--- src/rtl/ifetch_ctrl.sv ---
// ifetch_ctrl: instruction-fetch controller.
// Owns the instruction memory port: program load, PC sequencing, one-word-per-cycle
// fetch with a valid/ready handoff to decode, redirects and a sticky fault on an
// illegal fetch address.
module ifetch_ctrl #(
    parameter logic [31:0] RESET_PC  = 32'h0000_0000,
    parameter int unsigned MEM_WORDS = 1024
) (
    input  logic        clk,
    input  logic        rst_n,
    input  logic        load_en,
    input  logic        load_valid,
    input  logic [31:0] load_addr,
    input  logic [31:0] load_data,
    output logic [31:0] imem_addr,
    output logic        imem_we,
    output logic [31:0] imem_wdata,
    input  logic [31:0] imem_rdata,
    input  logic        redirect_valid,
    input  logic [31:0] redirect_pc,
    output logic        inst_valid,
    input  logic        inst_ready,
    output logic [31:0] inst,
    output logic [31:0] inst_pc,
    output logic        fault,
    output logic [15:0] load_count
);

    typedef enum logic [1:0] {
        IDLE,
        LOAD,
        FETCH,
        HALT
    } state_t;

    // One past the last legal byte address; 33 bits so the bound cannot wrap.
    localparam logic [32:0] ADDR_LIMIT = 33'(4 * MEM_WORDS);

    state_t      state_q, state_d;
    logic [31:0] pc_q, pc_d;
    logic [31:0] inst_q, inst_d;
    logic [31:0] inst_pc_q, inst_pc_d;
    logic        inst_valid_q, inst_valid_d;
    logic        fault_q, fault_d;
    logic [15:0] load_count_q, load_count_d;

    function automatic logic addr_ok(input logic [31:0] a);
        return (a[1:0] == 2'b00) && ({1'b0, a} < ADDR_LIMIT);
    endfunction

    // Memory port: the loader drives it in LOAD, the PC drives it otherwise.
    always_comb begin
        imem_addr  = (state_q == LOAD) ? load_addr : pc_q;
        imem_we    = (state_q == LOAD) && load_valid && addr_ok(load_addr);
        imem_wdata = load_data;
    end

    // Next-state and datapath update for all four states.
    always_comb begin
        state_d      = state_q;
        pc_d         = pc_q;
        inst_d       = inst_q;
        inst_pc_d    = inst_pc_q;
        inst_valid_d = inst_valid_q;
        fault_d      = fault_q;
        load_count_d = load_count_q;

        case (state_q)
            IDLE: begin
                if (load_en) begin
                    state_d      = LOAD;
                    load_count_d = '0;
                end else begin
                    state_d = FETCH;
                    pc_d    = RESET_PC;
                end
            end

            LOAD: begin
                if (imem_we && (load_count_q != '1)) begin
                    load_count_d = load_count_q + 16'd1;
                end
                if (!load_en) begin
                    state_d      = FETCH;
                    pc_d         = RESET_PC;
                    inst_valid_d = 1'b0;
                end
            end

            FETCH: begin
                // Leaving for a new load wins; then a redirect squashes any
                // held instruction; otherwise capture whenever the slot is free.
                if (load_en) begin
                    state_d      = LOAD;
                    inst_valid_d = 1'b0;
                    load_count_d = '0;
                end else if (redirect_valid) begin
                    inst_valid_d = 1'b0;
                    if (addr_ok(redirect_pc)) begin
                        pc_d = redirect_pc;
                    end else begin
                        state_d = HALT;
                        fault_d = 1'b1;
                    end
                end else if (!inst_valid_q || inst_ready) begin
                    if (addr_ok(pc_q)) begin
                        inst_d       = imem_rdata;
                        inst_pc_d    = pc_q;
                        inst_valid_d = 1'b1;
                        pc_d         = pc_q + 32'd4;
                    end else begin
                        state_d      = HALT;
                        fault_d      = 1'b1;
                        inst_valid_d = 1'b0;
                    end
                end
            end

            HALT: begin
                inst_valid_d = 1'b0;
                fault_d      = 1'b1;
            end

            default: state_d = IDLE;
        endcase
    end

    // State register with asynchronous active-low reset.
    always_ff @(posedge clk or negedge rst_n) begin
        if (!rst_n) begin
            state_q      <= IDLE;
            pc_q         <= RESET_PC;
            inst_q       <= '0;
            inst_pc_q    <= '0;
            inst_valid_q <= 1'b0;
            fault_q      <= 1'b0;
            load_count_q <= '0;
        end else begin
            state_q      <= state_d;
            pc_q         <= pc_d;
            inst_q       <= inst_d;
            inst_pc_q    <= inst_pc_d;
            inst_valid_q <= inst_valid_d;
            fault_q      <= fault_d;
            load_count_q <= load_count_d;
        end
    end

    assign inst       = inst_q;
    assign inst_pc    = inst_pc_q;
    assign inst_valid = inst_valid_q;
    assign fault      = fault_q;
    assign load_count = load_count_q;

endmodule

--- config.mk ---
export PLATFORM = sky130hd
export DESIGN_NAME = ifetch_ctrl
export DESIGN_NICKNAME = d
export VERILOG_FILES = /design/src/rtl/ifetch_ctrl.sv
export SDC_FILE = /design/constraint.sdc
export NUM_CORES = 1
export LEC_CHECK = 0
export BUFFER_PORTS_ARGS = -buffer_cell sky130_fd_sc_hd__buf_4
export CORE_MARGIN = 8
export CORE_UTILIZATION = 51
export CTS_BUF_LIST = sky130_fd_sc_hd__clkbuf_8
export DETAILED_ROUTE_END_ITERATION = 10
export PLACE_DENSITY = 0.88
export SLEW_MARGIN = 0
export SYNTH_ARGS = -nofsm -noshare
export SYNTH_HDL_FRONTEND = slang
export SYNTH_SLANG_ARGS = --single-unit
--- constraint.sdc ---
create_clock -name clk -period 4.07 [get_ports clk]
set_clock_uncertainty 0.2 [all_clocks]
set_input_delay 0.814 -clock clk [delete_from_list [all_inputs] [get_ports clk]]
set_output_delay 0.814 -clock clk [all_outputs]
set_load 0.1 [all_outputs]
== After elaboration in Yosys (flattened, before gate mapping) ==
Cells that the tools add are included.
Widths: inputs -> output; s select.

* Input bits: 134
* Output and inout port bits: 147
* Register bits after elaboration: 116
* Logic and storage cells: 87

* Add/subtract/negate cells: 2
* Bitwise gates (word level): 2
* $lt $le $gt $ge: 3
* Eq/ne operators: 17
* Multiplexer cells: 31
* Reduce and logical (&&, ||, !) cells: 25

{| class="wikitable"
|+ Operators by type and width
! kind !! count
|-
| $mux 32 || 7
|-
| $lt 32x13->1 const B || 3
|-
| $pmux 32 s2 || 1
|-
| $add 32x3->32 const B || 1
|-
| $mux 16 || 2
|-
| $pmux 16 s2 || 1
|-
| $add 16x1->16 const B || 1
|-
| $ne 16x16->1 const B || 1
|-
| $ne 3x3->1 const B || 5
|-
| $reduce_and 5->1 || 3
|-
| $mux 2 || 7
|-
| $ne 4x4->1 const B || 3
|-
| $mux 1 || 10
|-
| $logic_not 2->1 || 4
|-
| $logic_and 1x1->1 || 6
|-
| $ne 2x2->1 const B || 3
|-
| $pmux 2 s3 || 1
|-
| $reduce_and 3->1 || 2
|-
| $reduce_and 6->1 || 1
|-
| $reduce_bool 2->1 || 3
|-
| $reduce_bool 3->1 || 2
|-
| $eq 2x2->1 const B || 2
|-
| $ne 2x1->1 const B || 2
|-
| $reduce_or 2->1 || 2
|-
| other kinds (6) || 7
|}

== Longest topological paths before layout ==
Gate-level depths: netlist of the first run.

* Depth after elaboration: 7
* Mapped depth: 10
* Mapped depth without buffers: 8

== Least setup slack after synthesis of the first run ==
OpenSTA, ideal clock, no wires.

* Kind: register to output
* Start point: register state_q[1]
* End point: output port imem_addr[11]
* Arrival time: 3264 ps
* Path buffers: 2
* Setup slack: -208 ps
* Required time: 3056 ps
* Stages on the path, launching flop included: 6
* Cell sequence: dfrtp_1 > inv_1 > ha_1 > clkbuf_1 > buf_1 > o21ai_0

* Word-level cells in the longest chain between the ends: 2

{| class="wikitable"
|+ RTL lines
! item !! line !! text
|-
| start, declared || 39 || <nowiki>state_t state_q, state_d;</nowiki>
|-
| start signal, assigned || 139 || <nowiki>state_q <= state_d;</nowiki>
|-
| $eq 2x1->1 || 53 || <nowiki>imem_addr = (state_q == LOAD) ? load_addr : pc_q;</nowiki>
|-
| $mux 32 || 53 ||
|-
| end, declared || 15 || <nowiki>output logic [31:0] imem_addr,</nowiki>
|}

No other way between the ends.

== Final worst setup path of the first run ==
* Start point: register state_q[1]
* End point: output port imem_addr[25]

The elaborated chain is that of the path after synthesis.

==> impl_metrics.env, run 1 <==
export IMPL_ys_seq_area_frac=0.508
export IMPL_power_density_nw_per_um2=884
export IMPL_drc_errors=0
export IMPL_ant_nets=0
export IMPL_synth_top_area_share=0.508
export IMPL_rsz0062_at_grt="no"
export IMPL_leakage_nw=3.82
export IMPL_synth_async_reset_ratio=1.00
export IMPL_start_util=0.525
export IMPL_ys_warnings_count=0
export IMPL_place_congestion=0.817
export IMPL_ir_drop_v=0.000655
export IMPL_fin_cells=843
export IMPL_r2r_start="state_q[1]"
export IMPL_finalCritPeriodShare=0.812
export IMPL_path_clk_slew_ps=70
export IMPL_cts_setup_buffers=0
export IMPL_die_area_um2=14800
export IMPL_syn_avg_cell_area_um2=11.3
export IMPL_required_ps=3060
export IMPL_grt_pass1_wl_mm=24.7
export IMPL_worst_pin_slew_ps=768
export IMPL_p_total_mw=6.76
export IMPL_setup_ws_ps=766
export IMPL_ys_top_cells_by_area="dfrtp_1 (51%), mux2_1 (7.5%), mux2_2 (7.1%)"
export IMPL_worstSetupPathType="reg2out"
export IMPL_synth_cells=505
export IMPL_grt_pass1_vias=4902
export IMPL_hpwlAfterDp_mm=12.1
export IMPL_maxCapViolCount=0
export IMPL_wl_mm=15.7
export IMPL_grt_ovfl_total=0
export IMPL_regArea_um2=2900
export IMPL_nNetsFinal=831
export IMPL_ys_ff_latch=116
export IMPL_crit_path_end_kind="output port"
export IMPL_finalHoldWorstSlack_ps=237
export IMPL_grt_usage=0.211
export IMPL_worstRegToRegCells=8
export IMPL_crit_arrival_ps=2290
export IMPL_crit_path_start_kind="register"
export IMPL_yosysMostFrequentCell="dfrtp_1"
export IMPL_synth_edf_count=0
export IMPL_status="finished clean"
export IMPL_chipHeight_um=122
export IMPL_synth_top_flop_cell="dfrtp_1"
export IMPL_via_per_inst=5.47
export IMPL_clock_sinks=116
export IMPL_cts_tree="built"
export IMPL_dp_slack_ps=808
export IMPL_worstPathMaxFanout=38
export IMPL_synth_cell_types=50
export IMPL_fin_area_um2=7650
export IMPL_cts_root_buffer="clkbuf_8"
export IMPL_n_antenna_cell=0
export IMPL_cp_startpoint="state_q[1]"
export IMPL_setup_tns_ps=0
export IMPL_rrSetupSlack_ps=1050
export IMPL_multi_input_area_um2=2420
export IMPL_initialDrtViolationCount=326
export IMPL_antenna_found_initial=0
export IMPL_post_place_cells=811
export IMPL_layout_area_overhead_vs_synth_pct=33.9
export IMPL_clk_path_buf_depth=2
export IMPL_cts_inserted_buffers=17
export IMPL_r2r_end="load_count[3]"
export IMPL_hold_path_class="in2async"
export IMPL_post_drt_wl_per_cell_um=18.7
export IMPL_hold_viol_final=0
export IMPL_min_period_ps=3300
export IMPL_grt_max_degree=61
export IMPL_htreeDepth=4
export IMPL_ios=281
export IMPL_synth_top_area_cell="dfrtp_1"
export IMPL_utilization=0.703
export IMPL_clk_latency_ps=420
export IMPL_portBuffers=216
export IMPL_num_fill_cells=804
export IMPL_core_area_um2=10900
export IMPL_finalSetupViolCount=0
export IMPL_drive_above_1_share=0.441
export IMPL_syn_area_um2=5710
export IMPL_final_max_slew_violation_count=0
export IMPL_fmax_mhz=303
export IMPL_first_pass_iters=6
export IMPL_syn_nets=646
export IMPL_relSlewSlack=0.486
export IMPL_vias=4609
export IMPL_cts_resized=0
export IMPL_synth_common_cells="dfrtp_1 (116), mux2_1 (38), buf_4 (36), mux2_2 (36), o21ai_0 (36)"
export IMPL_rows=38
export IMPL_hold_buffers=0
export IMPL_fp_dieW_um=122
export IMPL_dpl_cell_area_um2=7190
-- layer usage --
layer | vias up | track usage | share of wire
met5 | - | 0 | 0
met4 | 0 | 0.0856 | 0.021
met3 | 36 | 0.0791 | 0.097
met2 | 214 | 0.366 | 0.51
met1 | 2229 | 0.228 | 0.37
li1 | 2130 | - | -
-- area by class of cell --
cell class,count,share of cell area
Clock buffer,18,0.0324
Multi-Input combinational cell,328,0.316
Timing Repair Buffer,221,0.219
Sequential cell,116,0.379
Tap cell,140,0.0229
Inverter,6,0.00294
Clock inverter,14,0.0273
-- power breakdown --
part | internal, mW | switching (mW) | total (mW)
combinational | 0.895 | 3.08 | 3.97
clock | 0.741 | 0.464 | 1.20
sequential | 1.40 | 0.189 | 1.59
total | 3.03 | 3.73 | 6.76
-- state kept, by name (all words and copies together), names as in the netlist --
signal,flops
pc_q,32
load_count,16
inst_valid,1
inst_pc,32
inst,32
state_q,2
fault,1
-- cell families after synthesis --
family / after synthesis / synth area share
adder cells (fa/ha/maj): 7 / 0.0153
multiplexers: 75 / 0.148
buffers and inverters: 61 / 0.0683
AND/OR/NAND/NOR: 163 / 0.159
flip-flops: 116 / 0.508
AO/OA/AOI/OAI: 83 / 0.101
-- worst max-delay path: stages, from the launching register on --
cell and delay, ps:
dfrtp_1 450, inv_1 130, ha_2 190, buf_4 420, mux2_2 420, buf_4 240
-- how the worst max path moves through the flow --
| stage | endpoint |
|---|---|
| floorplan | imem_we |
| global placement | load_count[12] |
| detailed placement | load_count[12] |
| CTS | imem_addr[25] |
| global route | imem_addr[25] |
| finish | imem_addr[25] |
-- layout by cell type, fill, tap and decap left out, types with 5 or more instances in the layout --
cell       Yosys  final
a22oi_1        5      5
nand3_1       11     11
a21oi_1        7      7
nand2_1       24     24
o31ai_2        9      9
ha_1           7      6
nor2b_1       24     24
a31oi_1        7      7
dfrtp_1      116    116
inv_1          6      6
and2_1        22     22
nor2_1        33     33
mux2_1        38     38
clkbuf_8       0     18
mux2_2        36     36
buf_4         36    220
o21ai_0       36     34
bufinv_16      0      5
nand4_1        6      6
and3_1         8      8
nor4_1        13     13
No activity file was read; power rests on OpenSTA's default activity.
==> run 2: changes to the inputs <==
--- a/config.mk
+++ b/config.mk
@@ -7,10 +7,10 @@
 export LEC_CHECK = 0
 export BUFFER_PORTS_ARGS = -buffer_cell sky130_fd_sc_hd__buf_4
 export CORE_MARGIN = 8
-export CORE_UTILIZATION = 51
+export CORE_UTILIZATION = 43
 export CTS_BUF_LIST = sky130_fd_sc_hd__clkbuf_8
 export DETAILED_ROUTE_END_ITERATION = 10
-export PLACE_DENSITY = 0.88
+export PLACE_DENSITY = 0.79
 export SLEW_MARGIN = 0
 export SYNTH_ARGS = -nofsm -noshare
 export SYNTH_HDL_FRONTEND = slang
==> constraint.sdc (replaced) <==
create_clock -name clk -period 3 [get_ports clk]
set_clock_uncertainty 0.2 [all_clocks]
set_input_delay 0.6 -clock clk [delete_from_list [all_inputs] [get_ports clk]]
set_output_delay 0.6 -clock clk [all_outputs]
set_load 0.1 [all_outputs]
==> run 2 against run 1 <==
Utilization is 11 points lower. Power up 36%. Clock-buffer cell count shrank 1. Hold slack worse by 55 ps. Via count rose by 0.74%. Critical endpoint is now imem_we. Highest routed layer unchanged.
==> impl_metrics.env, run 2 (same netlist as run 1, synthesis figures left out) <==
export IMPL_cpMaxStageDelayCell="dfrtp_1"
export IMPL_rsz0062_at_grt="no"
export IMPL_layout_area_overhead_vs_synth_pct=36.0
export IMPL_nNetsFinal=834
export IMPL_grt_max_degree=65
export IMPL_start_util=0.437
export IMPL_worstPathMaxFanout=6
export IMPL_layout_common_cells="buf_4 (218), dfrtp_1 (116), mux2_1 (38)"
export IMPL_path_buf_inv=2
export IMPL_min_period_ps=2850
export IMPL_hpwlAfterDp_mm=12.3
export IMPL_cp_top_family="simple AND/OR/NAND/NOR gates"
export IMPL_finalSetupViolCount=0
export IMPL_hold_path_depth=2
export IMPL_worstSetupPathType="reg2out"
export IMPL_hold_viol_final=0
export IMPL_clk_latency_ps=440
export IMPL_setup_tns_ps=0
export IMPL_final_common_cell="buf_4"
export IMPL_post_drt_wl_per_cell_um=18.4
export IMPL_maxCapViolCount=0
export IMPL_p_int_mw=4.01
export IMPL_rows=42
export IMPL_max_stage_delay_ps=470
export IMPL_core_area_um2=13100
export IMPL_vias=4643
export IMPL_via_per_inst=5.26
export IMPL_hold_path_class="in2reg"
export IMPL_crit_arrival_ps=2050
export IMPL_ir_drop_v=0.000999
export IMPL_clk_path_buf_depth=2
export IMPL_fp_dieW_um=131
export IMPL_n_antenna_cell=0
export IMPL_finalCritPeriodShare=0.950
export IMPL_power_density_nw_per_um2=1180
export IMPL_antenna_found_initial=0
export IMPL_rrSetupSlack_ps=230
export IMPL_cts_root_buffer="clkbuf_8"
export IMPL_relSlewSlack=0.515
export IMPL_switching_power_mw=5.17
export IMPL_initialDrtViolationCount=216
export IMPL_p_seq_frac=0.235
export IMPL_first_pass_iters=5
export IMPL_crit_path_start_kind="register"
export IMPL_crit_chain="inv_2 > ha_4 > nor4b_4 > nand4_1 > nor2_2 > buf_12"
export IMPL_final_max_slew_violation_count=0
export IMPL_grt_usage=0.187
export IMPL_dp_slack_ps=67.1
export IMPL_ant_nets=0
export IMPL_worstRegToRegCells=8
export IMPL_drive_above_1_share=0.448
export IMPL_switching_share=0.563
export IMPL_clkPwrFrac=0.164
export IMPL_clock_sinks=116
export IMPL_min_to="inst[18]"
export IMPL_ios=281
export IMPL_status="finished clean"
export IMPL_fmax_mhz=351
export IMPL_r2r_end="inst[12]"
export IMPL_hold_start="imem_rdata[18]"
export IMPL_grt_ovfl_total=0
export IMPL_leakage_nw=3.83
export IMPL_wl_mm=16.2
export IMPL_required_ps=2200
export IMPL_setup_ws_ps=151
export IMPL_pwr_share_comb=0.601
export IMPL_die_area_um2=17200
export IMPL_num_fill_cells=1074
export IMPL_r2r_start="state_q[0]"
export IMPL_crit_path_end_kind="output port"
export IMPL_grt_pass1_wl_mm=26.2
export IMPL_place_congestion=0.893
export IMPL_path_clk_slew_ps=80
export IMPL_cts_inserted_buffers=17
export IMPL_worst_pin_slew_ps=724
export IMPL_drc_errors=0
export IMPL_htreeDepth=4
export IMPL_portBuffers=216
export IMPL_chipHeight_um=131
export IMPL_grt_pass1_vias=4976
export IMPL_cts_tree="built"
[run 2: per-stage QoR]
stage | utilization | total power, mW | std cells | cell area [µm²] | hold WS (ps)
2_1_floorplan | - | 6.66 | 505 | 5720 | 104
3_3_place_gp | 0.556 | 7.56 | 848 | 7280 | 269
6_report | 0.594 | 9.18 | 882 | 7770 | 182
3_5_place_dp | 0.556 | 7.65 | 848 | 7280 | 278
4_1_cts | 0.589 | 9.16 | 881 | 7710 | 150
5_1_grt | 0.594 | 9.55 | 882 | 7770 | 154
[run 2: layout make-up]
cell class	count	area [µm²]	share of cell area
clock inverter	15	181	0.0233
inverter	6	22.5	0.00290
sequential	116	2900	0.374
timing repair buffer	224	1750	0.225
tap	176	220	0.0283
multi-input combinational	328	2460	0.316
clock buffer	17	234	0.0301
[run 2: timing repair]
action | in CTS | in global routing
hold endpoints to repair | 31 | 0
setup buffers | 0 | 0
pin swaps | 0 | 2
cloned | 0 | 1
gates resized for setup | 1 | 6
hold buffers | 1 | 0
setup endpoints to repair | 1 | 33
[run 2: how the worst max path moves through the flow]
| stage | cells after the start | start | slack, ps | endpoint |
|---|---|---|---|---|
| final | 6 | state_q[1] | 150 | imem_we |
| after global routing | 6 | state_q[1] | 30 | imem_we |
| after CTS | 6 | state_q[1] | 2 | imem_we |
| after detailed placement | 7 | redirect_pc[30] | 70 | pc_q[8] |
| after global placement | 7 | redirect_pc[30] | 160 | pc_q[7] |
| after floorplan | 9 | load_count[0] | 30 | load_count[10] |
[run 2: routing by layer]
layer | part of all wire | vias up | GRT usage
met1 | 0.40 | 2246 | 0.210
met3 | 0.075 | 46 | 0.0648
met4 | 0.031 | 0 | 0.0976
li1 | - | 2148 | -
met2 | 0.50 | 203 | 0.308
met5 | 0 | - | 0
[run 2: worst register-to-register path: stages (launching register included)]
cell     delay, ps
dfrtp_1        490
inv_1          160
ha_1           350
inv_1          170
nor2_1         250
nand2_1        130
a21oi_4        160
buf_12         290
mux2_1         430
[run 2: power groups by stage]
stage / logic, mW / clock network (mW) / registers [mW]
2_1_floorplan: 2.50 / 0 / 4.17
3_3_place_gp: 5.40 / 0 / 2.16
3_5_place_dp: 5.46 / 0 / 2.19
4_1_cts: 5.47 / 1.53 / 2.16
5_1_grt: 5.74 / 1.61 / 2.21
6_report: 5.52 / 1.50 / 2.16
